File: src/rtl/sc_level_down_timer_if.sv
// Level/time bus between the up-level counter, the level timer and the game FSM.
// The master side drives level and controls; the slave side is the timer.
interface sc_level_down_timer_if #(
    parameter int LEVEL_DATAWIDTH = 8,
    parameter int TIME_DATAWIDTH  = 8
);
    logic [LEVEL_DATAWIDTH-1:0] level_InBUS;
    logic                       start_InLow;
    logic                       pause_InLow;
    logic [TIME_DATAWIDTH-1:0]  time_OutBUS;
    logic                       expired_OutPulse;
    logic                       running_OutHigh;
    logic                       warn_OutHigh;

    modport master (
        output level_InBUS, start_InLow, pause_InLow,
        input  time_OutBUS, expired_OutPulse, running_OutHigh, warn_OutHigh
    );

    modport slave (
        input  level_InBUS, start_InLow, pause_InLow,
        output time_OutBUS, expired_OutPulse, running_OutHigh, warn_OutHigh
    );
endinterface

File: src/rtl/sc_level_down_timer.sv
// Per-level Frogger countdown: higher level loads less time, one decrement per tick.
// Optional blinking low-time warning is built when LEVELTIMER_WARN_EN is defined.
module sc_level_down_timer #(
    parameter int LEVEL_DATAWIDTH = 8,
    parameter int TIME_DATAWIDTH  = 8,
    parameter int PRESCALER_MAX   = 50000000,
    parameter int PRESCALER_WIDTH = 26,
    parameter int BASE_TIME       = 60,
    parameter int STEP_TIME       = 4,
    parameter int MIN_TIME        = 10,
    parameter int WARN_TIME       = 5
) (
    input logic SC_upLEVELCOUNTER_CLOCK_50,
    input logic SC_upLEVELCOUNTER_RESET_InHigh,
    sc_level_down_timer_if.slave bus
);
    typedef enum logic [1:0] {IDLE, RUN, PAUSE, EXPIRED} state_t;

    localparam int PW = LEVEL_DATAWIDTH + TIME_DATAWIDTH;
    localparam logic [PW-1:0] SPAN = PW'(BASE_TIME - MIN_TIME);
    localparam logic [PRESCALER_WIDTH-1:0] PRE_LAST =
        PRESCALER_WIDTH'(PRESCALER_MAX - 1);

    state_t                      state;
    state_t                      state_n;
    logic [TIME_DATAWIDTH-1:0]   count;
    logic [TIME_DATAWIDTH-1:0]   count_n;
    logic [PRESCALER_WIDTH-1:0]  pre;
    logic [PRESCALER_WIDTH-1:0]  pre_n;
    logic                        expired;
    logic                        expired_n;
    logic [PW-1:0]               prod;
    logic [TIME_DATAWIDTH-1:0]   load;

    // prod < SPAN < 2^TIME_DATAWIDTH on the subtract path, so truncation is safe
    assign prod = PW'(bus.level_InBUS) * PW'(STEP_TIME);
    assign load = (prod >= SPAN) ? TIME_DATAWIDTH'(MIN_TIME)
                                 : TIME_DATAWIDTH'(BASE_TIME) - prod[TIME_DATAWIDTH-1:0];

    always_comb begin
        state_n   = state;
        count_n   = count;
        pre_n     = pre;
        expired_n = 1'b0;
        if (!bus.start_InLow) begin
            state_n = RUN;
            count_n = load;
            pre_n   = '0;
        end else begin
            unique case (state)
                IDLE: count_n = '0;
                RUN: begin
                    if (!bus.pause_InLow) begin
                        state_n = PAUSE;
                    end else if (pre == PRE_LAST) begin
                        pre_n = '0;
                        if (count != '0) count_n = count - 1'b1;
                        if (count == TIME_DATAWIDTH'(1)) begin
                            state_n   = EXPIRED;
                            expired_n = 1'b1;
                        end
                    end else begin
                        pre_n = pre + 1'b1;
                    end
                end
                PAUSE: if (bus.pause_InLow) state_n = RUN;
                EXPIRED: count_n = '0;
            endcase
        end
    end

    always_ff @(posedge SC_upLEVELCOUNTER_CLOCK_50 or posedge SC_upLEVELCOUNTER_RESET_InHigh) begin
        if (SC_upLEVELCOUNTER_RESET_InHigh) begin
            state   <= IDLE;
            count   <= '0;
            pre     <= '0;
            expired <= 1'b0;
        end else begin
            state   <= state_n;
            count   <= count_n;
            pre     <= pre_n;
            expired <= expired_n;
        end
    end

    assign bus.time_OutBUS      = count;
    assign bus.expired_OutPulse = expired;
    assign bus.running_OutHigh  = (state == RUN);

`ifdef LEVELTIMER_WARN_EN
    localparam logic [PRESCALER_WIDTH-1:0] HALF =
        PRESCALER_WIDTH'(PRESCALER_MAX / 2);

    logic warn;
    logic warn_n;
    logic in_band;

    // Blinks on the prescaler half-period while running, steady while paused
    always_comb begin
        in_band = (count_n != '0) && (count_n <= TIME_DATAWIDTH'(WARN_TIME));
        warn_n  = 1'b0;
        if (in_band) begin
            if (state_n == PAUSE) warn_n = 1'b1;
            else if (state_n == RUN) warn_n = (pre_n < HALF);
        end
    end

    always_ff @(posedge SC_upLEVELCOUNTER_CLOCK_50 or posedge SC_upLEVELCOUNTER_RESET_InHigh) begin
        if (SC_upLEVELCOUNTER_RESET_InHigh) warn <= 1'b0;
        else warn <= warn_n;
    end

    assign bus.warn_OutHigh = warn;
`else
    assign bus.warn_OutHigh = 1'b0;
`endif
endmodule

File: src/flat_wrapper.sv
// flat-port wrapper written by rule: the top's interface ports become plain ports
module sc_level_down_timer_flat 
#(
    parameter int LEVEL_DATAWIDTH = 8,
    parameter int TIME_DATAWIDTH  = 8,
    parameter int PRESCALER_MAX   = 50000000,
    parameter int PRESCALER_WIDTH = 26,
    parameter int BASE_TIME       = 60,
    parameter int STEP_TIME       = 4,
    parameter int MIN_TIME        = 10,
    parameter int WARN_TIME       = 5
)
  (SC_upLEVELCOUNTER_CLOCK_50, SC_upLEVELCOUNTER_RESET_InHigh, bus_level_InBUS, bus_start_InLow, bus_pause_InLow, bus_time_OutBUS, bus_expired_OutPulse, bus_running_OutHigh, bus_warn_OutHigh);
  sc_level_down_timer_if #(.LEVEL_DATAWIDTH(LEVEL_DATAWIDTH), .TIME_DATAWIDTH(TIME_DATAWIDTH)) bus_i ();
  input logic SC_upLEVELCOUNTER_CLOCK_50;
  input logic SC_upLEVELCOUNTER_RESET_InHigh;
  input wire logic [$bits(bus_i.level_InBUS)-1:0] bus_level_InBUS;
  input wire logic [$bits(bus_i.start_InLow)-1:0] bus_start_InLow;
  input wire logic [$bits(bus_i.pause_InLow)-1:0] bus_pause_InLow;
  output wire logic [$bits(bus_i.time_OutBUS)-1:0] bus_time_OutBUS;
  output wire logic [$bits(bus_i.expired_OutPulse)-1:0] bus_expired_OutPulse;
  output wire logic [$bits(bus_i.running_OutHigh)-1:0] bus_running_OutHigh;
  output wire logic [$bits(bus_i.warn_OutHigh)-1:0] bus_warn_OutHigh;
  assign bus_i.level_InBUS = bus_level_InBUS;
  assign bus_i.start_InLow = bus_start_InLow;
  assign bus_i.pause_InLow = bus_pause_InLow;
  assign bus_time_OutBUS = bus_i.time_OutBUS;
  assign bus_expired_OutPulse = bus_i.expired_OutPulse;
  assign bus_running_OutHigh = bus_i.running_OutHigh;
  assign bus_warn_OutHigh = bus_i.warn_OutHigh;
  sc_level_down_timer #(.LEVEL_DATAWIDTH(LEVEL_DATAWIDTH), .TIME_DATAWIDTH(TIME_DATAWIDTH), .PRESCALER_MAX(PRESCALER_MAX), .PRESCALER_WIDTH(PRESCALER_WIDTH), .BASE_TIME(BASE_TIME), .STEP_TIME(STEP_TIME), .MIN_TIME(MIN_TIME), .WARN_TIME(WARN_TIME)) u_core (.SC_upLEVELCOUNTER_CLOCK_50(SC_upLEVELCOUNTER_CLOCK_50), .SC_upLEVELCOUNTER_RESET_InHigh(SC_upLEVELCOUNTER_RESET_InHigh), .bus(bus_i));
endmodule
File: config.mk
export PLATFORM = sky130hd
export DESIGN_NAME = sc_level_down_timer_flat
export DESIGN_NICKNAME = d
export VERILOG_FILES = /design/src/rtl/sc_level_down_timer_if.sv /design/src/rtl/sc_level_down_timer.sv /design/src/flat_wrapper.sv
export SDC_FILE = /design/constraint.sdc
export NUM_CORES = 1
export LEC_CHECK = 0
export CAP_MARGIN = 20
export CORE_MARGIN = 1.5
export CORE_UTILIZATION = 45
export CTS_CLUSTER_DIAMETER = 200
export DETAILED_ROUTE_END_ITERATION = 8
export PLACE_DENSITY = 0.7
export SLEW_MARGIN = 20
export SYNTH_ARGS = -nofsm -noshare
export SYNTH_HDL_FRONTEND = slang
export SYNTH_SLANG_ARGS = --single-unit
File: constraint.sdc
create_clock -name SC_upLEVELCOUNTER_CLOCK_50 -period 2.7 [get_ports SC_upLEVELCOUNTER_CLOCK_50]
set_clock_uncertainty 0.05 [all_clocks]
set_input_delay 0.54 -clock SC_upLEVELCOUNTER_CLOCK_50 [delete_from_list [all_inputs] [get_ports SC_upLEVELCOUNTER_CLOCK_50]]
set_output_delay 0.54 -clock SC_upLEVELCOUNTER_CLOCK_50 [all_outputs]
set_load 0.005 [all_outputs]
== Word level (Yosys, flattened, before mapping) ==
Cells that the tools add are included.

* Input bits: 12
* Output and inout bits: 11
* Register bits: 37
* Logic and storage cells: 50

* Reduce and logical (&&, ||, !) cells: 6
* $add $sub $neg: 3
* Muxes and demuxes: 21
* Eq/ne operators: 15
* Order comparisons: 1

{| class="wikitable"
|+ Operators with widths
! cell !! number
|-
| 26-bit 2-to-1 mux || 4
|-
| 8-bit 2-to-1 mux || 5
|-
| 26-bit by 1-bit adder with 26-bit output, second input constant || 1
|-
| 26-bit == test, second input constant || 1
|-
| 8-bit case mux with 2 select lines || 1
|-
| 10-bit by 6-bit >= comparator with 1-bit output, second input constant || 1
|-
| 2-bit 2-to-1 mux || 5
|-
| 3-bit by 2-bit != test with 1-bit output, second input constant || 3
|-
| 8-bit by 1-bit == test with 1-bit output, second input constant || 1
|-
| 4-bit by 3-bit != test with 1-bit output, second input constant || 2
|-
| 4-bit AND reduction || 2
|-
| 8-bit nonzero test || 1
|-
| 6-bit by 8-bit subtractor with 8-bit output, first input constant || 1
|-
| 8-bit by 1-bit subtractor with 8-bit output, second input constant || 1
|-
| 3-bit != test, second input constant || 2
|-
| 1-bit 2-to-1 mux || 5
|-
| 2-bit == test, second input constant || 2
|-
| 2-bit by 1-bit != test with 1-bit output, second input constant || 2
|-
| 2-bit case mux with 2 select lines || 1
|-
| 3-bit by 1-bit != test with 1-bit output, second input constant || 1
|-
| 2-bit by 1-bit == test with 1-bit output, second input constant || 1
|-
| 2-bit logical NOT || 1
|-
| 2-bit AND reduction || 1
|-
| 2-bit OR reduction || 1
|}

== Longest topological paths before layout ==
Gate-level depths: netlist of run 1.

* Depth after elaboration: 6
* Gate-level depth with buffers: 7
* Gate-level depth less buffers: 7

== Worst setup path before layout of run 1 ==
Ideal clock, no wire load.

* Kind: reg-to-reg
* Start: register u_core.state[1]
* End: register u_core.pre[17]
* Clock period less this slack: 1.948 ns
* Cell stages (with the launch flop): 8
* Buffers on the path: 0
* Arrival time: 1.779 ns
* Required time: 2.531 ns
* Slack: 0.752 ns
* Path through: dfrtp_1 inv_1 ha_1 a21boi_2 nor4_1 nand4_1 xnor2_1 nor2_1

* Word-level cells in the longest chain between the ends: 3

{| class="wikitable"
|+ Ends and longest elaborated chain
! element !! RTL line !! source
|-
| start, declared || sc_level_down_timer.sv:24 || <nowiki>state_t state;</nowiki>
|-
| start signal, assigned || sc_level_down_timer.sv:79 || <nowiki>state <= state_n;</nowiki>
|-
| 2-bit by 1-bit == test with 1-bit output || - ||
|-
| net bus_running_OutHigh || flat_wrapper.sv:22 || <nowiki>output wire logic [$bits(bus_i.running_OutHigh)-1:0] bus_running_OutHigh;</nowiki>
|-
| 2-bit by 1-bit != test with 1-bit output (no source line) || - ||
|-
| 2-bit AND reduction (no source line) || - ||
|-
| end signal, assigned || sc_level_down_timer.sv:81 || <nowiki>pre <= pre_n;</nowiki>
|-
| end, declared || sc_level_down_timer.sv:28 || <nowiki>logic [PRESCALER_WIDTH-1:0] pre;</nowiki>
|}

The timed path passes the listed nets, and every way through them passes these cells.
A chain may end at the register's enable or synchronous reset.

== Worst setup path after layout of run 1 ==
* Start: register u_core.state[1]
* End: output port bus_running_OutHigh

* Word-level cells in the longest chain between the ends: 1

{| class="wikitable"
|+ Ends and longest elaborated chain
! element !! RTL line !! source
|-
| 2-bit by 1-bit == test with 1-bit output || sc_level_down_timer.sv:88 || <nowiki>assign bus.running_OutHigh = (state == RUN);</nowiki>
|-
| end, declared || flat_wrapper.sv:22 ||
|}

No other way between the ends.

==> impl_metrics.xml, run 1 <==
<?xml version="1.0" encoding="UTF-8"?>
<metrics>
  <group name="outcome">
    <metric name="run_status" unit="">completed</metric>
  </group>
  <group name="pwr">
    <metric name="cellLeakagePower" unit="uW">0.00116</metric>
    <metric name="p_per_area" unit="nW/um2">669</metric>
    <metric name="worst_ir_drop_vdd" unit="mV">0.336</metric>
  </group>
  <group name="logic_synthesis">
    <metric name="ys_top_cells_by_count" unit="">sky130_fd_sc_hd__dfrtp_1 (37), sky130_fd_sc_hd__nor2_1 (29), sky130_fd_sc_hd__nand2_1 (19)</metric>
    <metric name="edff_count_synth" unit="">0</metric>
    <metric name="synth.avg_cell_area" unit="um2">9.32</metric>
    <metric name="yosysTopAreaCellShare" unit="">0.400</metric>
    <metric name="ys_async_sr_fraction" unit="">1.00</metric>
    <metric name="yosys.area.top_type" unit="">sky130_fd_sc_hd__dfrtp_1</metric>
    <metric name="synth.area.top_cells" unit="">sky130_fd_sc_hd__dfrtp_1 (40%), sky130_fd_sc_hd__xor2_1 (6.8%), sky130_fd_sc_hd__nor2_1 (4.7%)</metric>
    <metric name="synth_cells" unit="">248</metric>
    <metric name="synthFlopType" unit="">sky130_fd_sc_hd__dfrtp_1</metric>
    <metric name="ys_seq_elements" unit="">37</metric>
    <metric name="synth_most_common_cell" unit="">sky130_fd_sc_hd__dfrtp_1</metric>
    <metric name="synthesis.area" unit="um2">2310</metric>
    <metric name="ys_warn_count" unit="">0</metric>
    <metric name="synth.yosys.seq_area_share" unit="">0.400</metric>
    <metric name="ys_types" unit="">53</metric>
    <metric name="synthesis.nets" unit="">268</metric>
  </group>
  <group name="floorplan">
    <metric name="width_of_the_die" unit="um">74.7</metric>
    <metric name="std_cell_rows" unit="">25</metric>
    <metric name="coreArea" unit="um2">4850</metric>
    <metric name="height_of_the_die" unit="um">74.7</metric>
    <metric name="initial_core_utilization" unit="">0.477</metric>
    <metric name="die-area" unit="um2">5580</metric>
    <metric name="boundaryPins" unit="">23</metric>
  </group>
  <group name="routing">
    <metric name="dr.first_iter.drc_count" unit="">143</metric>
    <metric name="avgViaCountPerCell" unit="">5.65</metric>
    <metric name="route.detailed.drc" unit="">0</metric>
    <metric name="ant_nets" unit="">0</metric>
    <metric name="dr.pass1.iters" unit="">4</metric>
    <metric name="finalWirelength" unit="um">5080</metric>
    <metric name="detailroute.via_count" unit="">1932</metric>
    <metric name="detail_route.wl_per_cell" unit="um">14.9</metric>
  </group>
  <group name="timing">
    <metric name="finalHoldViolations" unit="">0</metric>
    <metric name="totalNegativeSetupSlack" unit="ns">0</metric>
    <metric name="final.period_utilization" unit="">0.845</metric>
    <metric name="grt_setup_unrepaired" unit="">no</metric>
    <metric name="timing.final.max_slew_violations" unit="">0</metric>
    <metric name="worstMarginPinSlew" unit="ns">0.710</metric>
    <metric name="max_clock_freq" unit="MHz">438</metric>
    <metric name="setup_viol" unit="">0</metric>
    <metric name="final.min_clock_period" unit="ns">2.28</metric>
    <metric name="timing.hold.ws" unit="ns">0.464</metric>
    <metric name="timing.slew.headroom" unit="">0.523</metric>
  </group>
  <group name="final_layout">
    <metric name="finish.net_count" unit="">294</metric>
    <metric name="fillCellCount" unit="">447</metric>
    <metric name="drive_gt1_frac" unit="">0.105</metric>
    <metric name="antennaDiodeCount" unit="">0</metric>
    <metric name="syn2layout_area_growth" unit="%">16.8</metric>
  </group>
  <group name="setup_path">
    <metric name="worst-endpoint-required" unit="ns">2.11</metric>
    <metric name="arrival_time_at_the_worst_endpoint" unit="ns">1.69</metric>
    <metric name="crit_fanout" unit="">9</metric>
    <metric name="kind_of_critical_path" unit="">flip-flop to output pin</metric>
    <metric name="reg2reg_depth" unit="">5</metric>
    <metric name="cp-start-kind" unit="">flip-flop</metric>
    <metric name="cp-end-kind" unit="">output pin</metric>
    <metric name="reg2reg_slack" unit="ns">0.48</metric>
    <metric name="r2r-end" unit="">u_core.pre[12]</metric>
    <metric name="crit-reg2reg-launch" unit="">u_core.pre[8]</metric>
  </group>
  <group name="clock_tree">
    <metric name="clkSinkCount" unit="">37</metric>
    <metric name="deepest_level_of_the_cts_h_tree" unit="">2</metric>
    <metric name="worst_setup_hold_path_clk_slew" unit="ns">0.07</metric>
    <metric name="postCtsSetupRepairBufs" unit="">0</metric>
    <metric name="cts_root_buffer" unit="">sky130_fd_sc_hd__clkbuf_8</metric>
    <metric name="postCtsHoldBufs" unit="">0</metric>
    <metric name="clockBufferDepth" unit="">2</metric>
    <metric name="cts_buffers" unit="">5</metric>
    <metric name="worstSkewPairLatency" unit="ns">0.30</metric>
    <metric name="cts_resized" unit="">0</metric>
    <metric name="tritoncts_clock_tree" unit="">yes</metric>
  </group>
  <group name="min_path">
    <metric name="whs_endpoint" unit="">u_core.pre[25]</metric>
    <metric name="min_delay_path_depth" unit="">1</metric>
    <metric name="holdCritStartpoint" unit="">u_core.pre[25]</metric>
    <metric name="holdCritPathClass" unit="">flip-flop to flip-flop</metric>
  </group>
  <group name="global_route">
    <metric name="grt_total_ovfl" unit="">0</metric>
    <metric name="grt.total_usage" unit="">0.207</metric>
    <metric name="grt_pass1_vias" unit="">1929</metric>
    <metric name="grt_antenna_before_repair" unit="">0</metric>
    <metric name="largest_net_degree_at_the_start_of_global_routing" unit="">38</metric>
    <metric name="grt_first_pass_wirelength" unit="um">8950</metric>
  </group>
  <group name="job">
    <metric name="drv_cap" unit="">0</metric>
  </group>
  <group name="place">
    <metric name="portBuffers" unit="">21</metric>
    <metric name="place.gp.congestion" unit="">0.826</metric>
    <metric name="detailedPlacementHpwl" unit="um">3580</metric>
  </group>
</metrics>
==> worst max-delay path: stages, from the launching register on <==
cell and delay (ns):
sky130_fd_sc_hd__dfrtp_1 0.40, sky130_fd_sc_hd__inv_1 0.07, sky130_fd_sc_hd__ha_1 0.35, sky130_fd_sc_hd__clkdlybuf4s50_1 0.58
==> per-layer routing <==
layer	up-vias	track usage	part of all wire
met2	44	0.339	0.47
met4	0	0.0303	0.0045
met5	-	0	0
met1	947	0.289	0.48
met3	4	0.0469	0.045
li1	937	-	-
==> area by class of cell <==
cell class	count	area [um2]	share of cell area
inverter	14	52.6	0.0195
timing repair buffer	27	255	0.0945
clock buffer	7	96.3	0.0357
multi-input combinational	189	1280	0.475
tap	67	83.8	0.0310
sequential	37	926	0.343
clock inverter	1	5.00	0.00185
==> state kept, by name (all words and copies together), names as in the netlist <==
name and cells:
u_core.pre 26, u_core.bus.time_OutBUS 8, u_core.bus.expired_OutPulse 1, u_core.state 2
==> cells by family (layout without fill, tap and decap cells) <==
group,count (synthesis),after routing,share of synthesized area
xor+xnor,23,23,0.0871
mux,3,3,0.0195
other cells,1,1,0.00162
compound gates,40,40,0.124
flops,37,37,0.400
buf+inv,22,49,0.0454
simple gates,114,114,0.279
fa+ha+maj,8,8,0.0433
==> power breakdown <==
group	internal, uW	leakage [uW]	switching, uW	total (uW)
logic	311	0.000605	347	658
registers	621	0.000503	94.0	715
clock network	231	0.0000542	204	434
==> placed cells by master, fill, tap and decap left out, types with 2 or more instances in the layout <==
master	instances
sky130_fd_sc_hd__o2111ai_1	2
sky130_fd_sc_hd__nor2_1	29
sky130_fd_sc_hd__nand2_1	19
sky130_fd_sc_hd__clkbuf_8	7
sky130_fd_sc_hd__nor4_1	7
sky130_fd_sc_hd__and2_1	3
sky130_fd_sc_hd__nor2_2	2
sky130_fd_sc_hd__mux2_4	3
sky130_fd_sc_hd__dfrtp_1	37
sky130_fd_sc_hd__ha_1	8
sky130_fd_sc_hd__inv_1	14
sky130_fd_sc_hd__buf_4	6
sky130_fd_sc_hd__xor2_1	18
sky130_fd_sc_hd__nand3_1	17
sky130_fd_sc_hd__and3_1	4
sky130_fd_sc_hd__a31oi_1	7
sky130_fd_sc_hd__a22oi_1	2
sky130_fd_sc_hd__nor3_1	5
sky130_fd_sc_hd__o21ai_0	12
sky130_fd_sc_hd__o211ai_1	2
sky130_fd_sc_hd__nor3_2	2
sky130_fd_sc_hd__a21oi_1	4
sky130_fd_sc_hd__xnor2_1	5
sky130_fd_sc_hd__and4_1	3
sky130_fd_sc_hd__clkdlybuf4s50_1	21
sky130_fd_sc_hd__nand4_1	10
==> worst max path at each step <==
stage	start	endpoint	depth (start not counted)
floorplan	u_core.state[1]	u_core.pre[17]	7
global placement	bus_pause_InLow	u_core.pre[20]	6
detailed placement	bus_pause_InLow	u_core.pre[24]	6
finish	u_core.state[1]	bus_running_OutHigh	3
global route	u_core.pre[8]	u_core.pre[9]	5
CTS	u_core.state[1]	bus_running_OutHigh	3
==> stage by stage <==
stage	instance area, um2	cells	power, uW	setup WS [ns]	util
CTS	2700	342	1810	0.400	0.557
global placement	2600	334	1360	0.283	0.536
detailed placement	2600	334	1370	0.214	0.536
finish	2700	342	1810	0.418	0.557
floorplan	2310	248	1110	0.752	-
global route	2700	342	1920	0.271	0.557
Power figures use the tool's default switching activity.
==> run 2: changes to the inputs <==
==> constraint.sdc (replaced) <==
create_clock -name SC_upLEVELCOUNTER_CLOCK_50 -period 2.3 [get_ports SC_upLEVELCOUNTER_CLOCK_50]
set_clock_uncertainty 0.05 [all_clocks]
set_input_delay 0.46 -clock SC_upLEVELCOUNTER_CLOCK_50 [delete_from_list [all_inputs] [get_ports SC_upLEVELCOUNTER_CLOCK_50]]
set_output_delay 0.46 -clock SC_upLEVELCOUNTER_CLOCK_50 [all_outputs]
set_load 0.005 [all_outputs]
==> run 2 against run 1 <==
  * Count of clock-buffer cells in the layout fell by 1
  * First-iteration DRC count fell by 9.1%
  * Via count rose by 0.93%
  * Combinational power rose by 28%
  * Worst hold slack improved by 0.017 ns
  * Flip-flop and latch count did not move
  * Sequential share of layout area fell by 0.94 points
  * Critical path type unchanged
  * Critical endpoint unchanged
  * Largest power group is now combinational logic
==> impl_metrics.xml, run 2 (same netlist as run 1, synthesis figures left out) <==
<?xml version="1.0" encoding="UTF-8"?>
<metrics>
  <group name="floorplan">
    <metric name="width_of_the_die" unit="um">74.7</metric>
    <metric name="std_cell_rows" unit="">25</metric>
    <metric name="boundaryPins" unit="">23</metric>
    <metric name="initial_core_utilization" unit="">0.477</metric>
    <metric name="coreArea" unit="um2">4850</metric>
    <metric name="height_of_the_die" unit="um">74.7</metric>
    <metric name="die-area" unit="um2">5580</metric>
  </group>
  <group name="global_route">
    <metric name="grt_total_ovfl" unit="">0</metric>
    <metric name="grt_antenna_before_repair" unit="">0</metric>
    <metric name="grt_pass1_vias" unit="">1879</metric>
    <metric name="grt.total_usage" unit="">0.204</metric>
    <metric name="largest_net_degree_at_the_start_of_global_routing" unit="">38</metric>
    <metric name="grt_first_pass_wirelength" unit="um">8690</metric>
  </group>
  <group name="pwr">
    <metric name="p_per_area" unit="nW/um2">766</metric>
    <metric name="comb_power_share" unit="">0.396</metric>
    <metric name="fraction_of_power_spent_switching_nets" unit="">0.351</metric>
    <metric name="intPower" unit="uW">1380</metric>
    <metric name="power_spent_charging_and_discharging_nets" unit="uW">746</metric>
    <metric name="worst_ir_drop_vdd" unit="mV">0.384</metric>
    <metric name="p_seq_frac" unit="">0.387</metric>
    <metric name="cellLeakagePower" unit="uW">0.00121</metric>
    <metric name="clk_network_pwr_share" unit="">0.217</metric>
  </group>
  <group name="final_layout">
    <metric name="finish.net_count" unit="">304</metric>
    <metric name="antennaDiodeCount" unit="">0</metric>
    <metric name="syn2layout_area_growth" unit="%">20.1</metric>
    <metric name="fillCellCount" unit="">451</metric>
    <metric name="top_register" unit="">u_core.pre</metric>
    <metric name="register_area" unit="um2">926</metric>
    <metric name="layout.cells.most_common" unit="">sky130_fd_sc_hd__dfrtp_1</metric>
    <metric name="drive_gt1_frac" unit="">0.134</metric>
    <metric name="final_core_util" unit="">0.573</metric>
    <metric name="largest_reg_flops" unit="">26</metric>
    <metric name="layout.cell_area.non_filler" unit="um2">2780</metric>
    <metric name="multi_input_comb_area" unit="um2">1280</metric>
    <metric name="layout.cells.most_common_list" unit="">sky130_fd_sc_hd__dfrtp_1 (37), sky130_fd_sc_hd__nor2_1 (29), sky130_fd_sc_hd__clkdlybuf4s50_1 (21)</metric>
  </group>
  <group name="place">
    <metric name="place.gp.congestion" unit="">0.874</metric>
    <metric name="dpl_worst_slack" unit="ns">0.0450</metric>
    <metric name="detailedPlacementHpwl" unit="um">3740</metric>
    <metric name="portBuffers" unit="">21</metric>
    <metric name="postPlaceCellArea" unit="um2">2690</metric>
  </group>
  <group name="timing">
    <metric name="worstMarginPinSlew" unit="ns">0.670</metric>
    <metric name="timing.slew.headroom" unit="">0.550</metric>
    <metric name="final.min_clock_period" unit="ns">2.18</metric>
    <metric name="setup_viol" unit="">0</metric>
    <metric name="finalHoldViolations" unit="">0</metric>
    <metric name="final.period_utilization" unit="">0.947</metric>
    <metric name="grt_setup_unrepaired" unit="">no</metric>
    <metric name="timing.final.max_slew_violations" unit="">0</metric>
    <metric name="timing.final.ws_setup" unit="ns">0.121</metric>
    <metric name="totalNegativeSetupSlack" unit="ns">0</metric>
    <metric name="max_clock_freq" unit="MHz">459</metric>
  </group>
  <group name="setup_path">
    <metric name="cp-end-kind" unit="">output pin</metric>
    <metric name="r2r-end" unit="">u_core.pre[10]</metric>
    <metric name="worst-endpoint-required" unit="ns">1.79</metric>
    <metric name="kind_of_critical_path" unit="">flip-flop to output pin</metric>
    <metric name="crit-reg2reg-launch" unit="">u_core.state[1]</metric>
    <metric name="cp-start-kind" unit="">flip-flop</metric>
    <metric name="arrival_time_at_the_worst_endpoint" unit="ns">1.67</metric>
    <metric name="reg2reg_depth" unit="">7</metric>
    <metric name="crit_fanout" unit="">6</metric>
    <metric name="reg2reg_slack" unit="ns">0.24</metric>
  </group>
  <group name="outcome">
    <metric name="run_status" unit="">completed</metric>
  </group>
  <group name="clock_tree">
    <metric name="clkSinkCount" unit="">37</metric>
    <metric name="deepest_level_of_the_cts_h_tree" unit="">2</metric>
    <metric name="postCtsHoldBufs" unit="">0</metric>
    <metric name="clockBufferDepth" unit="">2</metric>
    <metric name="postCtsSetupRepairBufs" unit="">0</metric>
    <metric name="worst_setup_hold_path_clk_slew" unit="ns">0.07</metric>
    <metric name="cts_resized" unit="">0</metric>
    <metric name="cts_buffers" unit="">5</metric>
    <metric name="tritoncts_clock_tree" unit="">yes</metric>
    <metric name="worstSkewPairLatency" unit="ns">0.29</metric>
    <metric name="cts_root_buffer" unit="">sky130_fd_sc_hd__clkbuf_8</metric>
  </group>
  <group name="min_path">
    <metric name="holdCritPathClass" unit="">flip-flop to flip-flop</metric>
    <metric name="min_delay_path_depth" unit="">1</metric>
    <metric name="holdCritStartpoint" unit="">u_core.pre[0]</metric>
    <metric name="whs_endpoint" unit="">u_core.pre[0]</metric>
  </group>
  <group name="routing">
    <metric name="route.met3.wl" unit="um">213</metric>
    <metric name="route.top_layer_used" unit="">met4</metric>
    <metric name="wl_met1" unit="um">2520</metric>
    <metric name="detailroute.via_count" unit="">1950</metric>
    <metric name="route.detailed.drc" unit="">0</metric>
    <metric name="ant_nets" unit="">0</metric>
    <metric name="routed-wl-met2" unit="um">2360</metric>
    <metric name="dr.first_iter.drc_count" unit="">130</metric>
    <metric name="avgViaCountPerCell" unit="">5.56</metric>
    <metric name="dr.pass1.iters" unit="">4</metric>
    <metric name="detail_route.wl_per_cell" unit="um">14.6</metric>
    <metric name="finalWirelength" unit="um">5110</metric>
  </group>
  <group name="job">
    <metric name="drv_cap" unit="">0</metric>
  </group>
</metrics>
==> run 2: cell types whose count changed in the layout (fill, tap and decap cells not counted), sizes merged <==
| cell | change |
|---|---|
| clkbuf | -1 |
| clkinvlp | +1 |
| buf | +10 |
| clkinv | -1 |
==> run 2: worst max-delay path by stage <==
stage,from,endpoint,slack (ns),cells after the start
2_1_floorplan,u_core.state[1],u_core.pre[17],0.35,7
3_3_place_gp,bus_start_InLow,u_core.bus.time_OutBUS[6],0.08,7
3_5_place_dp,bus_start_InLow,u_core.bus.time_OutBUS[6],0.05,7
4_1_cts,u_core.state[1],bus_running_OutHigh,0.09,3
5_1_grt,u_core.state[1],u_core.pre[10],0.01,7
6_report,u_core.state[1],bus_running_OutHigh,0.12,3
==> run 2: power by group through the flow <==
stage	combinational (uW)	clock (uW)	sequential [uW]
2_1_floorplan	471	0	828
3_3_place_gp	827	0	835
3_5_place_dp	831	0	837
4_1_cts	840	480	824
5_1_grt	932	496	837
6_report	842	462	823
==> run 2: final cells by class <==
class | count | area share
clock buffer | 6 | 0.0297
clock inverter | 1 | 0.00270
inverter | 14 | 0.0189
multi-input combinational | 189 | 0.461
sequential | 37 | 0.333
tap | 67 | 0.0302
timing repair buffer | 37 | 0.123
==> run 2: routing by layer <==
layer	vias up	GRT usage
met5	-	0
met4	0	0.0465
met3	4	0.0375
met2	47	0.327
met1	936	0.289
li1	963	-
==> run 2: critical path, stage by stage (launching register included) <==
cell and delay [ns]:
sky130_fd_sc_hd__dfrtp_1 0.40, sky130_fd_sc_hd__inv_1 0.07, sky130_fd_sc_hd__ha_1 0.33, sky130_fd_sc_hd__clkdlybuf4s50_1 0.58
==> run 2: stage by stage <==
| step | std cells | power (uW) | hold slack, ns |
|---|---|---|---|
| 6_report | 351 | 2130 | 0.481 |
| 5_1_grt | 351 | 2270 | 0.502 |
| 3_3_place_gp | 344 | 1660 | 0.436 |
| 4_1_cts | 351 | 2140 | 0.479 |
| 3_5_place_dp | 344 | 1670 | 0.470 |
| 2_1_floorplan | 248 | 1300 | 0.408 |
==> run 3: changes to the inputs <==
--- a/config.mk
+++ b/config.mk
@@ -9,6 +9,7 @@
 export CORE_MARGIN = 1.5
 export CORE_UTILIZATION = 45
 export CTS_CLUSTER_DIAMETER = 200
+export CTS_CLUSTER_SIZE = 8
 export DETAILED_ROUTE_END_ITERATION = 8
 export PLACE_DENSITY = 0.7
 export SLEW_MARGIN = 20
==> results of run 3 <==
No change in the layout: final DEF, timing and power equal those of run 2.
